**config.mk**
```make
export PLATFORM = sky130hd
export DESIGN_NAME = axi2per_res_channel
export DESIGN_NICKNAME = d
export VERILOG_FILES = /design/src/rtl/axi2per_res_channel.sv
export SDC_FILE = /design/constraint.sdc
export NUM_CORES = 1
export LEC_CHECK = 0
export ABC_CLOCK_PERIOD_IN_PS = 1700
export BUFFER_PORTS_ARGS = -buffer_cell sky130_fd_sc_hd__buf_2
export CELL_PAD_IN_SITES_DETAIL_PLACEMENT = 1
export CELL_PAD_IN_SITES_GLOBAL_PLACEMENT = 2
export CORE_MARGIN = 10
export CORE_UTILIZATION = 27
export CTS_BUF_LIST = sky130_fd_sc_hd__clkbuf_8 sky130_fd_sc_hd__clkbuf_16
export DETAILED_ROUTE_END_ITERATION = 12
export PLACE_DENSITY_LB_ADDON = 0.1
export SYNTH_ARGS = -nofsm -noshare
export SYNTH_HDL_FRONTEND = slang
export SYNTH_SLANG_ARGS = --single-unit
```
**constraint.sdc**
```tcl
create_clock -name clk_i -period 1.7 [get_ports clk_i]
set_input_delay 0.34 -clock clk_i [delete_from_list [all_inputs] [get_ports clk_i]]
set_output_delay 0.34 -clock clk_i [all_outputs]
set_load 0.02 [all_outputs]
```
**src/rtl/axi2per_res_channel.sv**
```systemverilog
// Response channel of the AXI-to-peripheral bridge: turns single-cycle peripheral responses
// into registered AXI R and B beats, collecting write errors across a burst into one B.
module axi2per_res_channel #(
  parameter int unsigned PER_ID_WIDTH   = 5,
  parameter int unsigned AXI_ADDR_WIDTH = 32,
  parameter int unsigned AXI_DATA_WIDTH = 64,
  parameter int unsigned AXI_USER_WIDTH = 6,
  parameter int unsigned AXI_ID_WIDTH   = 3
) (
  input  logic                      clk_i,
  input  logic                      rst_i,

  input  logic                      per_master_r_valid_i,
  input  logic                      per_master_r_opc_i,
  input  logic [31:0]               per_master_r_rdata_i,

  input  logic                      trans_req_i,
  input  logic                      trans_we_i,
  input  logic [AXI_ID_WIDTH-1:0]   trans_id_i,
  input  logic [AXI_USER_WIDTH-1:0] trans_user_i,
  input  logic [AXI_ADDR_WIDTH-1:0] trans_add_i,
  input  logic                      trans_last_i,

  output logic                      busy_o,

  output logic                      axi_slave_r_valid_o,
  output logic [AXI_DATA_WIDTH-1:0] axi_slave_r_data_o,
  output logic [1:0]                axi_slave_r_resp_o,
  output logic                      axi_slave_r_last_o,
  output logic [AXI_ID_WIDTH-1:0]   axi_slave_r_id_o,
  output logic [AXI_USER_WIDTH-1:0] axi_slave_r_user_o,
  input  logic                      axi_slave_r_ready_i,

  output logic                      axi_slave_b_valid_o,
  output logic [1:0]                axi_slave_b_resp_o,
  output logic [AXI_ID_WIDTH-1:0]   axi_slave_b_id_o,
  output logic [AXI_USER_WIDTH-1:0] axi_slave_b_user_o,
  input  logic                      axi_slave_b_ready_i
);

  if (AXI_DATA_WIDTH != 64 || PER_ID_WIDTH < 1 || AXI_ADDR_WIDTH < 3) begin : g_bad_param
    $error("axi2per_res_channel: unsupported parameterisation");
  end

  typedef enum logic [1:0] {StIdle, StWaitPer, StSendR, StSendB} state_e;

  state_e                    state_q;
  logic [AXI_ID_WIDTH-1:0]   id_q;
  logic [AXI_USER_WIDTH-1:0] user_q;
  logic                      add2_q;
  logic                      last_q;
  logic                      we_q;
  logic                      err_q;
  logic [AXI_DATA_WIDTH-1:0] r_data_q;
  logic [1:0]                resp_q;

  // Only the 32-bit lane select is needed from the address.
  logic unused_add;
  assign unused_add = ^{trans_add_i[AXI_ADDR_WIDTH-1:3], trans_add_i[1:0]};

  always_ff @(posedge clk_i) begin
    if (rst_i) begin
      state_q  <= StIdle;
      id_q     <= '0;
      user_q   <= '0;
      add2_q   <= 1'b0;
      last_q   <= 1'b0;
      we_q     <= 1'b0;
      err_q    <= 1'b0;
      r_data_q <= '0;
      resp_q   <= 2'b00;
    end else begin
      unique case (state_q)
        StIdle: begin
          if (trans_req_i) begin
            id_q    <= trans_id_i;
            user_q  <= trans_user_i;
            add2_q  <= trans_add_i[2];
            last_q  <= trans_last_i;
            we_q    <= trans_we_i;
            state_q <= StWaitPer;
          end
        end
        StWaitPer: begin
          if (per_master_r_valid_i) begin
            if (!we_q) begin
              r_data_q <= add2_q ? {per_master_r_rdata_i, 32'h0} : {32'h0, per_master_r_rdata_i};
              resp_q   <= per_master_r_opc_i ? 2'b10 : 2'b00;
              state_q  <= StSendR;
            end else begin
              err_q <= err_q | per_master_r_opc_i;
              if (last_q) begin
                resp_q  <= (err_q | per_master_r_opc_i) ? 2'b10 : 2'b00;
                state_q <= StSendB;
              end else begin
                state_q <= StIdle;
              end
            end
          end
        end
        StSendR: begin
          if (axi_slave_r_ready_i) state_q <= StIdle;
        end
        StSendB: begin
          if (axi_slave_b_ready_i) begin
            err_q   <= 1'b0;
            state_q <= StIdle;
          end
        end
        default: state_q <= StIdle;
      endcase
    end
  end

  // Outputs are forced quiet while reset is held, not just after the reset edge.
  assign busy_o              = (state_q != StIdle) & ~rst_i;
  assign axi_slave_r_valid_o = (state_q == StSendR) & ~rst_i;
  assign axi_slave_b_valid_o = (state_q == StSendB) & ~rst_i;
  assign axi_slave_r_data_o  = rst_i ? '0 : r_data_q;
  assign axi_slave_r_resp_o  = rst_i ? 2'b00 : resp_q;
  assign axi_slave_r_last_o  = last_q & ~rst_i;
  assign axi_slave_r_id_o    = rst_i ? '0 : id_q;
  assign axi_slave_r_user_o  = rst_i ? '0 : user_q;
  assign axi_slave_b_resp_o  = rst_i ? 2'b00 : resp_q;
  assign axi_slave_b_id_o    = rst_i ? '0 : id_q;
  assign axi_slave_b_user_o  = rst_i ? '0 : user_q;

endmodule

```
-- Yosys cells after proc, flatten, opt, wreduce, memory -nomap -nowiden
Cells that the tools add are included.
- flip-flop bits (word level): 81
- latch bits: 0
- memory bits (writable): 0
- bits in read-only memories: 0
- output and inout port bits: 90
- memories kept: 0
- add/sub/neg operators: 0
- $mul: 0
- div/mod/pow operators: 0
- magnitude comparators: 0
- equality and inequality tests: 9
- shift-type cells: 0
- muxes and demuxes: 20
- bitwise gates (word level): 7
- reductions and logical operators: 8
- operators by type and width (operator ; count):
    two-way mux 64 bit ; 2
    two-way mux 2 bit ; 11
    inequality test 2 bit, second input constant ; 6
    case mux 2 bit (4 select lines) ; 1
    AND reduction 4 bit ; 2
    two-way mux 6 bit ; 1
    AND reduction 3 bit ; 2
    AND 1 bit ; 4
    equality test 2 bit, second input constant ; 2
    nonzero test 2 bit ; 2
    two-way mux 1 bit ; 3
    two-way mux 3 bit ; 1
    equality test 2 x 1 -> 1 bit, second input constant ; 1
    logical NOT 2 bit ; 1
    inverter 1 bit ; 2
    case mux 1 bit (2 select lines) ; 1
    AND reduction 2 bit ; 1
    bitwise OR 1 bit ; 1

-- Logic depth before layout (Yosys ltp)
Gate-level depths: netlist of the first run.
- word-level depth: 4
- mapped depth: 6

-- Least setup slack after synthesis of the first run
No wires, ideal clock.
- path kind: input-to-output
- from: input rst_i
- to: output axi_slave_r_id_o[0]
- data arrival time: 1.436 ns
- required time: 1.360 ns
- setup slack: -0.076 ns
- cell stages on the path: 5
- cell sequence: buf_2 > buf_2 > buf_1 > nor2b_1 > buf_4
- cells in the longest elaborated chain, start to end: 1
- RTL lines (item ; RTL line ; source):
    start: declaration ; 11 ; input logic rst_i,
    two-way mux 3 bit ; -- ;
    end: declaration ; 30 ; output logic [AXI_ID_WIDTH-1:0] axi_slave_r_id_o,
No other way between the ends.

-- Worst setup path after layout of the first run
- from: input rst_i
- to: output axi_slave_r_data_o[4]
- cells in the longest elaborated chain, start to end: 1
- RTL lines (item ; RTL line ; source):
    two-way mux 64 bit ; 119 ; assign axi_slave_r_data_o = rst_i ? '0 : r_data_q;
    end: declaration ; 27 ; output logic [AXI_DATA_WIDTH-1:0] axi_slave_r_data_o,
No other way between the ends.

==> results.cfg, run 1 <==
[logic_synthesis]
synth_area_leader_cell = dfxtp_1
synth_cell_type_count = 27
yosys_warnings = 0
synth_top_area_share_pct = 43.5
avgSynthCellArea_um2 = 9.79
ys_seq_area_share_pct = 43.5
syn_area_um2 = 3680
synth_seq_cells = 80
synth_area_leaders = dfxtp_1 44%, nor2b_1 24%, a31o_2 14%, mux2i_1 3.5%, buf_4 3.3%
syn_inst = 376

[floorplanning]
io_pins = 172
start_util_pct = 27.7
design.die.area_um2 = 18700
die_h_um = 137
chipWidth_um = 137
fp.coreArea_um2 = 13300
num_rows = 42

[routing]
drt_iter0_markers = 94
num_vias = 3026
wl_per_cell_um = 16.1
drc_errors = 0
route.antenna.remaining_nets = 0
firstDrtPassIters = 4
routed_via_density = 4.51
drt-total-wl_mm = 10.8

[place]
dpl_cell_area_um2 = 4420
io_buffers = 138
gp_congestion = 0.712
dp_hpwl_mm = 7.57
dp_slack_ns = 0.0369

[finish]
layout_commonest_cell = buf_2
final_area_um2 = 4740
antenna_cells = 0
final_util_pct = 35.6
layout_common_cells = 137 x buf_2, 133 x nor2b_1, 80 x dfxtp_1
nNetsFinal = 574
area_growth_pct = 28.8
drive_above_1_share_pct = 47.1

[clocking]
cts_sinks = 80
cts_resized = 0
hold_buffers = 0
numCtsBuffers = 9
cts_buffer_depth = 2
cts_tree = done
cts_max_level = 3
clock_latency_ns = 0.33
cts.clk_slew.worst_paths_ns = 0.06
cts_setup_buffers = 0
cts_root_buf = clkbuf_16

[timing]
tns_ns = 0
fmaxAchievable_ghz = 0.629
rsz0062_at_grt = false
finClkSkew_ns = 0.00402
setup_viol = 0
fin_crit_ns = 1.59
setup_ws_ns = 0.109
report.final.hold_viol_count = 0
slew_viol_final = 0
relSlewSlack_pct = 38.4
timing.final.crit_share_pct = 93.6
tightest_slew_ns = 0.921

[pwr]
power_density_nw_per_um2 = 962
finalPower_mw = 4.56
power.leakage_nw = 2.31
vdd_ir_drop_max_v = 0.000428

[worst_setup_path]
crit_arrival_ns = 1.25
critPathMaxFanout = 34
crit_type = input pin to output port
start_kind = input pin
endpoint_kind = output port
crit_required_ns = 1.36
ff2ff_path_depth = 4

[min_path]
hold_path.class = input pin to flip-flop
hold_depth = 2

[flow_run]
maxCapViolations = 0

[grt]
grt_max_degree = 69
track_usage_pct = 11.5
grt_pass1_wl_mm = 16.9
antenna_found_initial = 1
grt_pass1_vias = 3222
grt-ovfl-total = 0

[status]
outcome = finished clean
==> cell families after synthesis <==
logic type	share of synthesized area, %
AO/OA/AOI/OAI	16.5
buffers and inverters	8.57
flip-flops	43.5
multiplexers	3.84
other	0.102
AND/OR/NAND/NOR	27.5
==> critical path, cell delays in order <==
cell	delay, ns
buf_4	0.18
buf_4	0.38
nor2b_1	0.14
buf_2	0.19
==> per-layer routing <==
metal,part of all wire [%],wire (um),GRT usage [%],up-vias
met5,0.12,13,0,-
met4,0.82,89,3.02,2
met3,10,1080,6.56,8
met2,48,5170,18.9,90
met1,41,4450,12.4,1443
li1,-,-,-,1483
==> stage by stage <==
| stage | cells | hold WS (ns) |
|---|---|---|
| final | 671 | 0.241 |
| after global routing | 671 | 0.225 |
| after CTS | 671 | 0.221 |
| after detailed placement | 657 | 0.481 |
| after global placement | 657 | 0.466 |
| after floorplan | 377 | 0.452 |
==> cell type report <==
cell class / count / area (um2)
Fill cell: 1573 / 8560
Multi-Input combinational cell: 251 / 1800
Sequential cell: 80 / 1600
Timing Repair Buffer: 149 / 801
Clock buffer: 10 / 239
Tap cell: 176 / 220
Clock inverter: 4 / 71.3
Inverter: 1 / 3.75
==> cells in the mapped netlist <==
cell / count
inv_1: 1
nor3b_1: 1
clkbuf_4: 3
buf_1: 1
a311oi_1: 1
nor4bb_4: 1
nor3b_2: 1
nand2_1: 2
nor2_1: 16
dfxtp_1: 80
nor2b_1: 140
o21ai_0: 1
buf_6: 8
buf_4: 16
a31o_2: 59
o21bai_1: 1
mux2i_1: 13
conb_1: 1
a21oi_1: 2
a31o_1: 5
mux2_2: 1
buf_2: 9
a31oi_1: 1
nand2b_1: 1
a221oi_1: 1
and3b_1: 2
clkbuf_1: 8
==> registers in the layout, summed over array words and instances (netlist names) <==
register and count:
add2_q 1, err_q 1, id_q 3, last_q 1, r_data_q 64, resp_q 1, state_q 2, user_q 6
we_q 1
==> power breakdown <==
| group | leakage [nW] | switching (mW) | internal, mW |
|---|---|---|---|
| Clock | 0.152 | 0.723 | 1.30 |
| Sequential | 0.649 | 0.0230 | 1.95 |
| Combinational | 1.51 | 0.339 | 0.227 |
==> path summary, 6_finish.rpt <==
kind,startpoint,end,slack [ns]
worst max-delay path,rst_i,axi_slave_r_data_o[4],0.11
worst max register to register,state_q[0]$_SDFFE_PP0P_,r_data_q[61]$_SDFFE_PP0P_,0.17
worst min register to register,user_q[0]$_SDFFE_PP0P_,user_q[0]$_SDFFE_PP0P_,0.49
worst min-delay path,per_master_r_rdata_i[18],r_data_q[18]$_SDFFE_PP0P_,0.24
Note: power is estimated with default switching activity, not from simulation.
==> run 2, diff against run 1 <==
Settings changed: ABC_CLOCK_PERIOD_IN_PS 1700 to 1950, CORE_UTILIZATION 27 to 29.
Clock period 1.7 ns to 1.95 ns, I/O delays scaled along.
==> run 2 against run 1 <==
Effect of this change: clock skew grew 0.0014 ns; die area shrank 5.9%; first-iteration DRC count grew 50%; register-to-register slack gained 0.13 ns; wire length shrank 1.9%; core utilization grew 2.1 points; global-route usage grew 0.31 points; cell count shrank 0.89%; combinational power shrank 14%; highest routed layer unchanged; via count shrank 1.2%; critical endpoint is now axi_slave_r_valid_o; cell area shrank 0.24%.
==> results.cfg, run 2 (synthesis gave the netlist of run 1 again) <==
[status]
outcome = finished clean

[timing]
hold_ws_ns = 0.294
tightest_slew_ns = 0.949
fin_crit_ns = 1.65
slew_viol_final = 0
relSlewSlack_pct = 36.6
report.final.hold_viol_count = 0
fmaxAchievable_ghz = 0.605
timing.final.crit_share_pct = 84.7
rsz0062_at_grt = false
tns_ns = 0
setup_viol = 0
finClkSkew_ns = 0.00543

[pwr]
switching_share_pct = 23.8
p_switching_mw = 0.961
finalPower_mw = 4.03
clockPowerShare_pct = 45.3
p_int_mw = 3.07
power_density_nw_per_um2 = 853
power.leakage_nw = 2.31
pwr-share-comb_pct = 12.1
vdd_ir_drop_max_v = 0.000327
p_seq_share_pct = 42.7

[finish]
largest_register_ffs = 64
nNetsFinal = 571
final_util_pct = 37.8
regMostFlops = r_data_q
drive_above_1_share_pct = 45.4
layout_commonest_cell = nor2b_1
layout_top_registers = r_data_q: 64 flops, user_q: 6 flops, id_q: 3 flops
antenna_cells = 0
area_growth_pct = 28.4
layout_common_cells = 139 x nor2b_1, 137 x buf_2, 80 x dfxtp_1

[place]
io_buffers = 138
dp_hpwl_mm = 7.46
gp_congestion = 0.727

[routing]
num_vias = 2989
drt-total-wl_mm = 10.6
route.antenna.remaining_nets = 0
drc_errors = 0
drt_iter0_markers = 141
routed_via_density = 4.49
wl_per_cell_um = 15.9
firstDrtPassIters = 4

[floorplanning]
io_pins = 172
chipWidth_um = 133
fp.coreArea_um2 = 12500
num_rows = 41
design.die.area_um2 = 17600
start_util_pct = 29.4
die_h_um = 133

[clocking]
cts_tree = done
cts_max_level = 3
cts_buffer_depth = 2
hold_buffers = 0
clock_latency_ns = 0.33
cts_root_buf = clkbuf_16
cts_sinks = 80
cts_resized = 0
numCtsBuffers = 9
cts.clk_slew.worst_paths_ns = 0.06
cts_setup_buffers = 0

[worst_setup_path]
endpoint_kind = output port
start_kind = flip-flop
ff2ff_path_depth = 4
crit_arrival_ns = 1.26
r2r_start = state_q[1]$_SDFFE_PP0P_
r2r_slack_ns = 0.30
critPathMaxFanout = 9
r2r_end = r_data_q[46]$_SDFFE_PP0P_
crit_type = flip-flop to output port
crit_required_ns = 1.56

[min_path]
hold_end = r_data_q[17]$_SDFFE_PP0P_
hold_path.startpoint = per_master_r_rdata_i[17]
hold_path.class = input pin to flip-flop
hold_depth = 2

[grt]
grt_pass1_vias = 3222
antenna_found_initial = 1
grt_max_degree = 77
track_usage_pct = 11.8
grt_pass1_wl_mm = 16.9
grt-ovfl-total = 0

[flow_run]
maxCapViolations = 0
-- run 2: cell types whose count changed in the layout (fill, tap and decap cells not counted), sizes merged --
cell / delta
clkbuf: +1
clkinv: +1
clkinvlp: -1
buf: -3
-- run 2: layout make-up --
| cell class | instances | area, um2 |
|---|---|---|
| timing repair buffer | 146 | 803 |
| clock inverter | 4 | 68.8 |
| multi-input combinational | 251 | 1780 |
| fill | 1511 | 7790 |
| sequential | 80 | 1600 |
| tap | 172 | 215 |
| clock buffer | 11 | 253 |
| inverter | 1 | 3.75 |
-- run 2: power groups by stage --
stage	Combinational (mW)	Clock (mW)	Sequential (mW)
after floorplan	0.353	0	1.75
after global placement	0.490	0	1.75
after detailed placement	0.497	0	1.76
after CTS	0.498	1.91	1.72
after global routing	0.537	1.97	1.73
final	0.487	1.83	1.72
-- run 2: metal layers --
layer	track usage, %	wire length [um]	up-vias
met4	4.83	132	2
li1	-	-	1480
met2	19.2	4810	88
met1	13.1	4770	1407
met5	0	12	-
met3	5.30	870	12
-- run 2: how the worst max path moves through the flow --
stage / from / to / slack [ns] / depth (start not counted)
floorplan: rst_i / axi_slave_r_id_o[0] / 0.07 / 5
global placement: rst_i / r_data_q[48]$_SDFFE_PP0P_ / 0.28 / 3
detailed placement: rst_i / r_data_q[63]$_SDFFE_PP0P_ / 0.27 / 3
CTS: state_q[1]$_SDFFE_PP0P_ / axi_slave_r_valid_o / 0.27 / 2
global route: state_q[1]$_SDFFE_PP0P_ / r_data_q[46]$_SDFFE_PP0P_ / 0.19 / 4
finish: state_q[1]$_SDFFE_PP0P_ / axi_slave_r_valid_o / 0.30 / 2
-- run 2: worst max-delay path: stages (launching register included) --
cell	delay (ns)
dfxtp_1	0.53
nor3b_1	0.21
buf_2	0.19
-- run 2: stage by stage --
stage	instances	area [um2]	setup slack, ns
6_report	665	4730	0.298
5_1_grt	665	4730	0.186
4_1_cts	665	4730	0.269
3_5_place_dp	650	4410	0.272
3_3_place_gp	650	4410	0.276
2_1_floorplan	377	3680	0.0737
==> run 3, diff against run 2 <==
Settings changed: ABC_CLOCK_PERIOD_IN_PS 1950 to 1400, CORE_UTILIZATION 29 to 24.
Clock period 1.95 ns to 1.4 ns, I/O delays scaled along.
==> run 3 against run 2 <==
Effect of this change: the flow now finishes with violations (negative setup slack); highest routed layer is now met4; setup slack worse by 0.38 ns; core utilization is 1.2 points lower; count of clock-buffer cells in the layout stayed put; critical path depth is 4 higher; clock power is 40% higher.
==> results.cfg, run 3 (synthesis gave the netlist of run 1 again) <==
[status]
outcome = finished, violations left
violations = negative setup slack

[routing]
routed_via_density = 4.37
wl_met1_mm = 5.32
drt_iter0_markers = 90
firstDrtPassIters = 3
drt-total-wl_mm = 12.1
top_layer = met4
routed-wl-met3_um = 945
drc_errors = 0
dr_wl_met2_mm = 5.63
num_vias = 3135
wl_per_cell_um = 16.8
route.antenna.remaining_nets = 0

[worst_setup_path]
endpoint_kind = flip-flop
crit_arrival_ns = 1.71
crit_required_ns = 1.63
start_kind = flip-flop
cp_slowest_cell = dfxtp_2
crit_type = flip-flop to flip-flop
r2r_start = state_q[1]$_SDFFE_PP0P_
crit_path_cell_trace = nor4bb_4 > buf_4 > buf_12 > buf_12 > nor2b_1 > a31o_2
ff2ff_path_depth = 6
r2r_slack_ns = -0.08
r2r_end = r_data_q[50]$_SDFFE_PP0P_
critPathMaxStageDelay_ns = 0.33
critPathMaxFanout = 17
path_common_cell = buf_12

[grt]
grt_max_degree = 35
track_usage_pct = 11.7
antenna_found_initial = 0
grt_pass1_wl_mm = 18.9
grt_pass1_vias = 3379
grt-ovfl-total = 0

[pwr]
p_switching_mw = 1.45
pwr-share-comb_pct = 16.5
power_density_nw_per_um2 = 1080
clockPowerShare_pct = 43.1
p_int_mw = 4.49
power.leakage_nw = 2.58
switching_share_pct = 24.5
p_seq_share_pct = 40.4
finalPower_mw = 5.94
vdd_ir_drop_max_v = 0.000479

[timing]
slew_viol_final = 0
report.final.hold_viol_count = 0
fin_crit_ns = 1.48
rsz0062_at_grt = true
setup_viol = 65
tns_ns = -3.72
finClkSkew_ns = 0.00454
setup_ws_ns = -0.0833
timing.final.crit_share_pct = 106
fmaxAchievable_ghz = 0.674
tightest_slew_ns = 0.620
relSlewSlack_pct = 58.6

[flow_run]
maxCapViolations = 0

[floorplanning]
fp.coreArea_um2 = 15100
design.die.area_um2 = 20700
die_h_um = 144
chipWidth_um = 144
io_pins = 172
start_util_pct = 24.4
num_rows = 45

[finish]
drive_above_1_share_pct = 58.6
nFillCells = 1701
largest_register_ffs = 64
regMostFlops = r_data_q
layout_top_registers = r_data_q: 64 flops, user_q: 6 flops, id_q: 3 flops
nNetsFinal = 607
layout_common_cells = 126 x buf_2, 97 x nor2b_1, 76 x dfxtp_1
antenna_cells = 0
layout_commonest_cell = buf_2
area_growth_pct = 49.9

[clocking]
cts_root_buf = clkbuf_16
cts_tree = done
cts_sinks = 80
cts_buffer_depth = 2
cts_max_level = 3
cts.clk_slew.worst_paths_ns = 0.06
numCtsBuffers = 9
clock_latency_ns = 0.33
hold_buffers = 0

[min_path]
hold_path.startpoint = per_master_r_rdata_i[17]
hold_path.class = input pin to flip-flop
hold_depth = 2
hold_end = r_data_q[17]$_SDFFE_PP0P_

[place]
gp_congestion = 0.738
io_buffers = 138
dp_hpwl_mm = 8.09
[run 3: cell count changes in the layout (fill, tap and decap cells not counted), sizes merged]
cell	previous run	this run
nor2b	140	141
buf	146	178
nor2	16	17
bufbuf	0	1
clkbuf	11	12
[run 3: critical path: cells and delay by family (launching register included)]
family          cells  cell delay, ns
compound gates      1            0.21
buf+inv             3            0.46
flops               1            0.33
simple gates        2            0.37
[run 3: final cells by class]
cell class              instances  area (um2)  area share (%)
multi-input cells             253        2050            37.2
clock inverters                 4        68.8            1.25
well taps                     188         235            4.26
inverters                       1        3.75          0.0680
repair buffers                180        1300            23.5
clock buffers                  11         253            4.58
flip-flops and latches         80        1610            29.1
[run 3: power groups by stage]
stage / sequential, mW / combinational [mW] / clock, mW
after CTS: 2.40 / 0.913 / 2.66
after detailed placement: 2.44 / 0.819 / 0
after global placement: 2.44 / 0.814 / 0
after global routing: 2.41 / 1.07 / 2.78
final: 2.40 / 0.983 / 2.56
after floorplan: 2.44 / 0.522 / 0
[run 3: worst max path at each step]
stage	from	slack (ns)	end	depth (start not counted)
detailed placement	add2_q$_SDFFE_PP0P_	-0.21	r_data_q[50]$_SDFFE_PP0P_	2
floorplan	rst_i	-0.06	busy_o	5
global route	state_q[1]$_SDFFE_PP0P_	-0.17	r_data_q[21]$_SDFFE_PP0P_	6
global placement	add2_q$_SDFFE_PP0P_	-0.20	r_data_q[60]$_SDFFE_PP0P_	2
CTS	state_q[1]$_SDFFE_PP0P_	-0.1	r_data_q[50]$_SDFFE_PP0P_	6
finish	state_q[1]$_SDFFE_PP0P_	-0.08	r_data_q[50]$_SDFFE_PP0P_	6
[run 3: through the flow]
| step | hold WS [ns] | instances | worst slack (ns) | instance area, um2 | utilization [%] |
|---|---|---|---|---|---|
| 4_1_cts | 0.166 | 706 | -0.0994 | 5250 | 34.8 |
| 6_report | 0.179 | 717 | -0.0833 | 5520 | 36.6 |
| 3_3_place_gp | 0.475 | 682 | -0.203 | 4710 | 31.2 |
| 5_1_grt | 0.173 | 717 | -0.165 | 5520 | 36.6 |
| 3_5_place_dp | 0.490 | 682 | -0.211 | 4710 | 31.2 |
| 2_1_floorplan | 0.400 | 377 | -0.0582 | 3780 | - |
[run 3: routing by layer]
layer	GRT usage, %	vias up
li1	-	1556
met5	0	-
met3	4.46	11
met1	13.9	1486
met4	4.25	0
met2	18.6	82
[run 3: timing repair]
item                                    4_1_cts  5_1_grt
hold endpoints to repair                      0        0
gates resized for setup                      36       47
pin swaps                                     3        2
buffers inserted                              5       10
cloned                                        4        1
endpoints found under the setup margin      126      136
